[src/rtl/lsu_mem_ctrl.sv]
// Load/store memory controller: accepts one EXU request at a time, checks
// alignment, issues a single aligned 8-byte bus transaction, waits for the
// response with a timeout, and presents the right-aligned result downstream.
module lsu_mem_ctrl #(
    parameter int RSP_TIMEOUT = 255
) (
    input  logic        clk,
    input  logic        rst,
    input  logic        req_valid,
    output logic        req_ready,
    input  logic        req_wen,
    input  logic [63:0] req_addr,
    input  logic [63:0] req_wdata,
    input  logic [3:0]  req_wdt_op,
    input  logic        req_is_unsigned,
    output logic        mem_req_valid,
    input  logic        mem_req_ready,
    output logic        mem_req_wen,
    output logic [63:0] mem_req_addr,
    output logic [63:0] mem_req_wdata,
    output logic [7:0]  mem_req_wmask,
    input  logic        mem_rsp_valid,
    input  logic [63:0] mem_rsp_rdata,
    output logic        out_valid,
    input  logic        out_ready,
    output logic [63:0] out_rdata,
    output logic [3:0]  out_wdt_op,
    output logic        out_is_unsigned,
    output logic        out_is_store,
    output logic [1:0]  out_err
);

    localparam int CNT_W = (RSP_TIMEOUT < 2) ? 1 : $clog2(RSP_TIMEOUT + 1);

    typedef enum logic [1:0] {S_IDLE, S_REQ, S_WAIT, S_DONE} state_t;

    state_t             state_q, state_d;
    logic [CNT_W-1:0]   cnt_q, cnt_d;
    logic               wen_q, wen_d;
    logic [63:0]        addr_q, addr_d;
    logic [63:0]        wdata_q, wdata_d;
    logic [3:0]         wdt_q, wdt_d;
    logic               uns_q, uns_d;
    logic [63:0]        rdata_q, rdata_d;
    logic [1:0]         err_q, err_d;
    logic               live_q, live_d;

    logic               req_misaligned;
    logic [5:0]         shamt;
    logic [63:0]        width_mask;
    logic [7:0]         lane_mask;

    // Incoming request alignment check; a width code that is not one-hot counts as misaligned
    always_comb begin
        req_misaligned = 1'b1;
        case (req_wdt_op)
            4'b0001: req_misaligned = 1'b0;
            4'b0010: req_misaligned = req_addr[0];
            4'b0100: req_misaligned = |req_addr[1:0];
            4'b1000: req_misaligned = |req_addr[2:0];
            default: req_misaligned = 1'b1;
        endcase
    end

    // Byte-lane and data masks for the captured width, before shifting by the byte offset
    always_comb begin
        width_mask = '0;
        lane_mask  = '0;
        case (wdt_q)
            4'b0001: begin width_mask = 64'h0000_0000_0000_00FF; lane_mask = 8'h01; end
            4'b0010: begin width_mask = 64'h0000_0000_0000_FFFF; lane_mask = 8'h03; end
            4'b0100: begin width_mask = 64'h0000_0000_FFFF_FFFF; lane_mask = 8'h0F; end
            4'b1000: begin width_mask = 64'hFFFF_FFFF_FFFF_FFFF; lane_mask = 8'hFF; end
            default: begin width_mask = '0; lane_mask = '0; end
        endcase
    end

    assign shamt  = {addr_q[2:0], 3'b000};
    assign live_d = 1'b1;

    // Next-state and capture logic for the IDLE/REQ/WAIT/DONE sequence
    always_comb begin
        state_d = state_q;
        cnt_d   = cnt_q;
        wen_d   = wen_q;
        addr_d  = addr_q;
        wdata_d = wdata_q;
        wdt_d   = wdt_q;
        uns_d   = uns_q;
        rdata_d = rdata_q;
        err_d   = err_q;
        case (state_q)
            S_IDLE: begin
                if (req_valid && req_ready) begin
                    wen_d   = req_wen;
                    addr_d  = req_addr;
                    wdata_d = req_wdata;
                    wdt_d   = req_wdt_op;
                    uns_d   = req_is_unsigned;
                    rdata_d = '0;
                    cnt_d   = '0;
                    if (req_misaligned) begin
                        err_d   = 2'd1;
                        state_d = S_DONE;
                    end else begin
                        err_d   = 2'd0;
                        state_d = S_REQ;
                    end
                end
            end
            S_REQ: begin
                if (mem_req_ready) begin
                    cnt_d   = '0;
                    state_d = S_WAIT;
                end
            end
            S_WAIT: begin
                if (mem_rsp_valid) begin
                    rdata_d = wen_q ? 64'd0 : ((mem_rsp_rdata >> shamt) & width_mask);
                    err_d   = 2'd0;
                    state_d = S_DONE;
                end else if (cnt_q == CNT_W'(RSP_TIMEOUT - 1)) begin
                    rdata_d = '0;
                    err_d   = 2'd2;
                    state_d = S_DONE;
                end else begin
                    cnt_d = cnt_q + 1'b1;
                end
            end
            S_DONE: begin
                if (out_ready) begin
                    state_d = S_IDLE;
                end
            end
            default: state_d = S_IDLE;
        endcase
    end

    // State, counter and captured operands; reset abandons any operation in flight
    always_ff @(posedge clk or posedge rst) begin
        if (rst) begin
            state_q <= S_IDLE;
            cnt_q   <= '0;
            wen_q   <= 1'b0;
            addr_q  <= '0;
            wdata_q <= '0;
            wdt_q   <= '0;
            uns_q   <= 1'b0;
            rdata_q <= '0;
            err_q   <= 2'd0;
            live_q  <= 1'b0;
        end else begin
            state_q <= state_d;
            cnt_q   <= cnt_d;
            wen_q   <= wen_d;
            addr_q  <= addr_d;
            wdata_q <= wdata_d;
            wdt_q   <= wdt_d;
            uns_q   <= uns_d;
            rdata_q <= rdata_d;
            err_q   <= err_d;
            live_q  <= live_d;
        end
    end

    assign req_ready       = (state_q == S_IDLE) && live_q;
    assign mem_req_valid   = (state_q == S_REQ);
    assign mem_req_wen     = wen_q;
    assign mem_req_addr    = {addr_q[63:3], 3'b000};
    assign mem_req_wdata   = wdata_q << shamt;
    assign mem_req_wmask   = wen_q ? (lane_mask << addr_q[2:0]) : 8'h00;
    assign out_valid       = (state_q == S_DONE);
    assign out_rdata       = rdata_q;
    assign out_wdt_op      = wdt_q;
    assign out_is_unsigned = uns_q;
    assign out_is_store    = wen_q;
    assign out_err         = err_q;

endmodule

[config.mk]
export PLATFORM = sky130hd
export DESIGN_NAME = lsu_mem_ctrl
export DESIGN_NICKNAME = d
export VERILOG_FILES = /design/src/rtl/lsu_mem_ctrl.sv
export SDC_FILE = /design/constraint.sdc
export NUM_CORES = 1
export LEC_CHECK = 0
export CORE_MARGIN = 2
export CORE_UTILIZATION = 34
export CTS_BUF_LIST = sky130_fd_sc_hd__clkbuf_8
export DETAILED_ROUTE_END_ITERATION = 10
export GPL_TIMING_DRIVEN = 0
export MAX_ROUTING_LAYER = met4
export PLACE_DENSITY = 0.65
export REMOVE_ABC_BUFFERS = 1
export SYNTH_ARGS = -nofsm -noshare
export SYNTH_HDL_FRONTEND = slang
export SYNTH_SLANG_ARGS = --single-unit
[constraint.sdc]
create_clock -name clk -period 7.75 [get_ports clk]
set_input_delay 1.55 -clock clk [delete_from_list [all_inputs] [get_ports clk]]
set_output_delay 1.55 -clock clk [all_outputs]
set_load 0.1 [all_outputs]
* Word-level counts from Yosys, hierarchy flattened
Cells that the tools add are included.
** Storage, ports and cells
- Input bits :: 204
- Logic and storage cells :: 70
- Bits in registers :: 211
- Output and inout port bits :: 212
** Operators by class
- Multiplexer cells :: 26
- Add/sub/neg operators :: 1
- Bitwise logic cells :: 1
- Shifts and indexed selects :: 3
- Equal/unequal tests :: 18
- Reductions and logical operators :: 11
** Operators with widths (count)
- 64-bit 2-to-1 mux :: 4
- 64-bit one-hot mux with 4 select lines :: 1
- 64-bit one-hot mux with 2 select lines :: 1
- 64-bit AND :: 1
- 64-bit by 6-bit << shifter with 64-bit output :: 1
- 64-bit by 6-bit >> shifter with 64-bit output :: 1
- 8-bit 2-to-1 mux :: 5
- 8-bit one-hot mux with 4 select lines :: 1
- 8-bit one-hot mux with 3 select lines :: 1
- 2-bit 2-to-1 mux :: 9
- 8-bit by 1-bit adder with 8-bit output (second input constant) :: 1
- 4-bit by 1-bit equality test with 1-bit output (second input constant) :: 2
- 4-bit by 2-bit equality test with 1-bit output (second input constant) :: 2
- 4-bit by 3-bit equality test with 1-bit output (second input constant) :: 2
- 4-bit equality test (second input constant) :: 2
- 8-bit equality test (second input constant) :: 1
- 2-bit one-hot mux with 4 select lines :: 1
- 8-bit by 3-bit << shifter with 8-bit output :: 1
- 2-bit inequality test (second input constant) :: 3
- 5-bit AND reduction :: 1
- 2-bit equality test (second input constant) :: 2
- 2-bit by 1-bit inequality test with 1-bit output (second input constant) :: 2
- 1-bit one-hot mux with 4 select lines :: 1
- 2-bit one-hot mux with 2 select lines :: 1
- other kinds (12) :: 13

* Logic depth before layout (Yosys ltp)
- Depth in word-level cells :: 6
- Gate-level depth with buffers :: 9
- Depth with buffers taken out :: 6

* Least setup slack after synthesis
OpenSTA, ideal clock, no wires.
- Kind :: reg2out
- Start point :: register wdt_q[1] (netlist: out_wdt_op[1])
- End point :: output port mem_req_wmask[7]
- Slack :: 2.052 ns
- Path buffers :: 1
- Required time :: 6.200 ns
- Arrival :: 4.148 ns
- Stages on the path, launching flop included :: 6
- Cells stage by stage :: dfrtp_1 -> clkbuf_1 -> xor2_1 -> o211ai_1 -> a21boi_0 -> o32ai_1
** On the way
- Longest elaborated chain between the ends :: 4
- Elaborated cells between the ends (all ways) :: 7
- Classes of those cells :: eq/ne (4); shift (1); mux (2)
** RTL lines
- start: declaration :: line 42 : logic [3:0] wdt_q, wdt_d;
- start signal: assignment :: line 158 : wdt_q <= wdt_d;
- 4-bit equality test (tied with other cells) :: line 69 : case (wdt_q)
- 8-bit one-hot mux with 4 select lines * :: line 69
- 8-bit by 3-bit << shifter with 8-bit output * :: line 171 : assign mem_req_wmask = wen_q ? (lane_mask << addr_q[2:0]) : 8'h00;
- 8-bit 2-to-1 mux * :: line 171
- end: declaration :: line 21 : output logic [7:0] mem_req_wmask,
Every way passes the cells marked *; elsewhere a longest branch is shown, timed or not.

* Final worst setup path
- Start point :: register addr_q[0]
- End point :: output port mem_req_wdata[0]
** On the way
- Longest elaborated chain between the ends :: 1
** RTL lines
- start: declaration :: line 40 : logic [63:0] addr_q, addr_d;
- start signal: assignment :: line 156 : addr_q <= addr_d;
- 64-bit by 6-bit << shifter with 64-bit output :: line 170 : assign mem_req_wdata = wdata_q << shamt;
- end: declaration :: line 20 : output logic [63:0] mem_req_wdata,
No other way between the ends.

==> summary.txt <==
Status
  • Status: finished, final reports clean

Global route
  • First-pass GRT wire length: 64100 um
  • Largest net degree at the start of global routing: 93
  • Vias in the first global route: 11100
  • Global Route Usage Sum: 0.224
  • Overflow after GRT: 0
  • Antenna violations before repair: 5

Clock network
  • Cts bufs inserted: 40
  • Hold Buf Count CTS: 0
  • Max H-tree Level: 2
  • Later-pin clock latency in the skew report: 0.58 ns
  • PostCTS Resize Cnt: 0
  • CTS max path bufs: 3
  • Clock sinks: 211
  • Postcts setup bufs: 0
  • Clk root buf: clkbuf_8
  • CTS tree: yes
  • Reg clk slew, reported paths: 0.06 ns

Placement
  • Placed cell area: 16500 um2
  • Dpl hpwl: 29700 um
  • Post-Place Setup Slack: 2.16 ns
  • IO Port Bufs: 412
  • Final RePlAce weighted congestion: 0.895

Timing
  • Fmax: 176 MHz
  • Final worst-path cycle share: 0.734
  • Worst Setup Slack, final: 2.06 ns
  • Min Hold Slack: 0.492 ns
  • Worst slew margin: 0.109
  • Clock period minus worst slack: 5.69 ns
  • Final Setup Violations: 0
  • Slew Limit Fails: 0
  • Layout Skew: 0.0212 ns
  • Fin. Hold Viols: 0
  • Slew @ Worst Pin: 1.34 ns
  • RSZ-0062 raised after global routing: false

Synth
  • Register bit total from synthesis: 211
  • Post-synthesis cell count: 1161
  • Ys Warns: 0
  • Cell Area, Synth: 12400 um2
  • Netlist cell types: 56
  • Post-synth EDFFs: 0
  • Ys flop type: dfrtp_1
  • Sequential share of the synthesized area: 0.425
  • FFs w/ async S/R, synth: 1.00
  • Syn_area_per_cell: 10.7 um2

Routing
  • Drt initial violations: 556
  • Drt pass-1 iters: 5
  • DRC viols: 0
  • Vias: 10600
  • Drt via density: 5.39
  • Antenna Nets Post-Route: 0
  • Avg WL per Cell: 21.5 um
  • Total wire length: 42200 um

Floorplanning
  • Die Height: 195 um
  • I/O pins: 416
  • FP Rows: 69
  • Die footprint: 38000 um2
  • Placeable Area: 35700 um2
  • Chip Width: 195 um
  • Initial Util: 0.347

Setup path
  • Critical path class: reg -> out
  • Beginning of the critical path: addr_q[0]
  • Setup crit end: mem_req_wdata[0]
  • CP Capture Type: output pin
  • Reg-to-reg endpoint: out_rdata[60]
  • Worst setup SP type: register
  • Flop2flop setup slack: 4.14 ns
  • R2R Path Start: state_q[0]
  • Worst r2r path cells: 6
  • Required time of the critical path: 6.20 ns
  • WP data arrival: 4.14 ns
  • Critical-path maximum fanout: 71

Hold path
  • Hold Path Depth: 1
  • Worst hold path type: reg -> reg
  • Min-delay src: out_rdata[19]

Run
  • Max capacitance violation total: 0

Finish
  • Filler cell count: 3332
  • Post-route cell area: 17400 um2
  • Area delta synth->final: 40.0%
  • Share of post-route cells with drive strength above 1: 0.178
  • Final Util: 0.486
  • Most common cell after layout, fill and taps aside: clkdlybuf4s50_1
  • Commonest non-fill, non-tap cells in the layout: 412 x clkdlybuf4s50_1, 208 x dfrtp_1, 166 x mux2_2
  • Fin nets: 1682
-- metal layers --
| metal | vias to the layer above | GRT usage | wire, um |
|---|---|---|---|
| met4 | 0 | 0.0775 | 1160 |
| li1 | 4811 | - | - |
| met1 | 5172 | 0.257 | 16700 |
| met3 | 85 | 0.0687 | 4080 |
| met2 | 499 | 0.371 | 20300 |
| met5 | - | - | 0 |
-- through the flow --
step                TNS (ns)  cells
floorplan              -3.20   1006
global placement    -1029.33   1879
detailed placement         0   1889
CTS                        0   1959
global route               0   1961
finish                     0   1961
-- kinds of logic after synthesis --
| kind of cell | count (synthesis) | synth area share |
|---|---|---|
| AO/OA/AOI/OAI | 273 | 0.142 |
| XOR/XNOR | 1 | 0.000706 |
| adder cells (fa/ha/maj) | 8 | 0.00807 |
| buffers and inverters | 174 | 0.0762 |
| flip-flops | 211 | 0.425 |
| multiplexers | 313 | 0.277 |
| other | 2 | 0.000605 |
| AND/OR/NAND/NOR | 179 | 0.0700 |
-- sequential cells by signal, summed over array words and instances, names as in the netlist --
signal,count
addr_q,64
cnt_q,8
live_q,1
mem_req_wen,1
out_err,2
out_is_unsigned,1
out_rdata,64
out_wdt_op,4
state_q,2
wdata_q,64
-- synth_stat cells (10+ instances only) --
cell / instances / area share
a21oi_1: 52 / 0.021
a22oi_1: 16 / 0.0097
a32o_1: 15 / 0.012
and2_1: 11 / 0.0055
buf_1: 15 / 0.0045
buf_2: 27 / 0.011
buf_4: 67 / 0.041
clkbuf_1: 47 / 0.014
dfrtp_1: 211 / 0.43
inv_1: 17 / 0.0051
mux2_2: 166 / 0.15
mux2i_1: 139 / 0.11
nand2_1: 48 / 0.015
nor2_1: 60 / 0.018
nor2b_1: 10 / 0.0050
o21ai_0: 89 / 0.036
o22ai_1: 25 / 0.013
o2bb2ai_1: 12 / 0.0085
o31ai_1: 28 / 0.017
-- area by class of cell --
| class | instances | area [um2] | area share |
|---|---|---|---|
| Antenna cell | 2 | 5.00 | 0.000288 |
| Clock buffer | 53 | 729 | 0.0420 |
| Clock inverter | 17 | 104 | 0.00598 |
| Inverter | 17 | 71.3 | 0.00411 |
| Multi-Input combinational cell | 778 | 6220 | 0.358 |
| Sequential cell | 211 | 5290 | 0.305 |
| Tap cell | 461 | 577 | 0.0332 |
| Timing Repair Buffer | 422 | 4370 | 0.252 |
-- how the worst min path moves through the flow --
| stage | end | slack [ns] |
|---|---|---|
| 6_report | out_rdata[19] | 0.49 |
| 5_1_grt | out_rdata[28] | 0.51 |
| 4_1_cts | out_rdata[23] | 0.49 |
| 3_5_place_dp | out_rdata[21] | 0.48 |
| 3_3_place_gp | out_rdata[19] | 0.47 |
| 2_1_floorplan | wdata_q[48] | 0.48 |
-- critical path: stages (launching register included) --
cell,delay (ns)
dfrtp_4,0.57
buf_16,0.25
or2_2,0.54
nor2_1,0.74
and2_1,0.25
clkdlybuf4s50_1,1.14
Power is left out: the tool's default activity adds up to more than one toggle a clock period on the data nets, which glitch-free logic cannot reach.
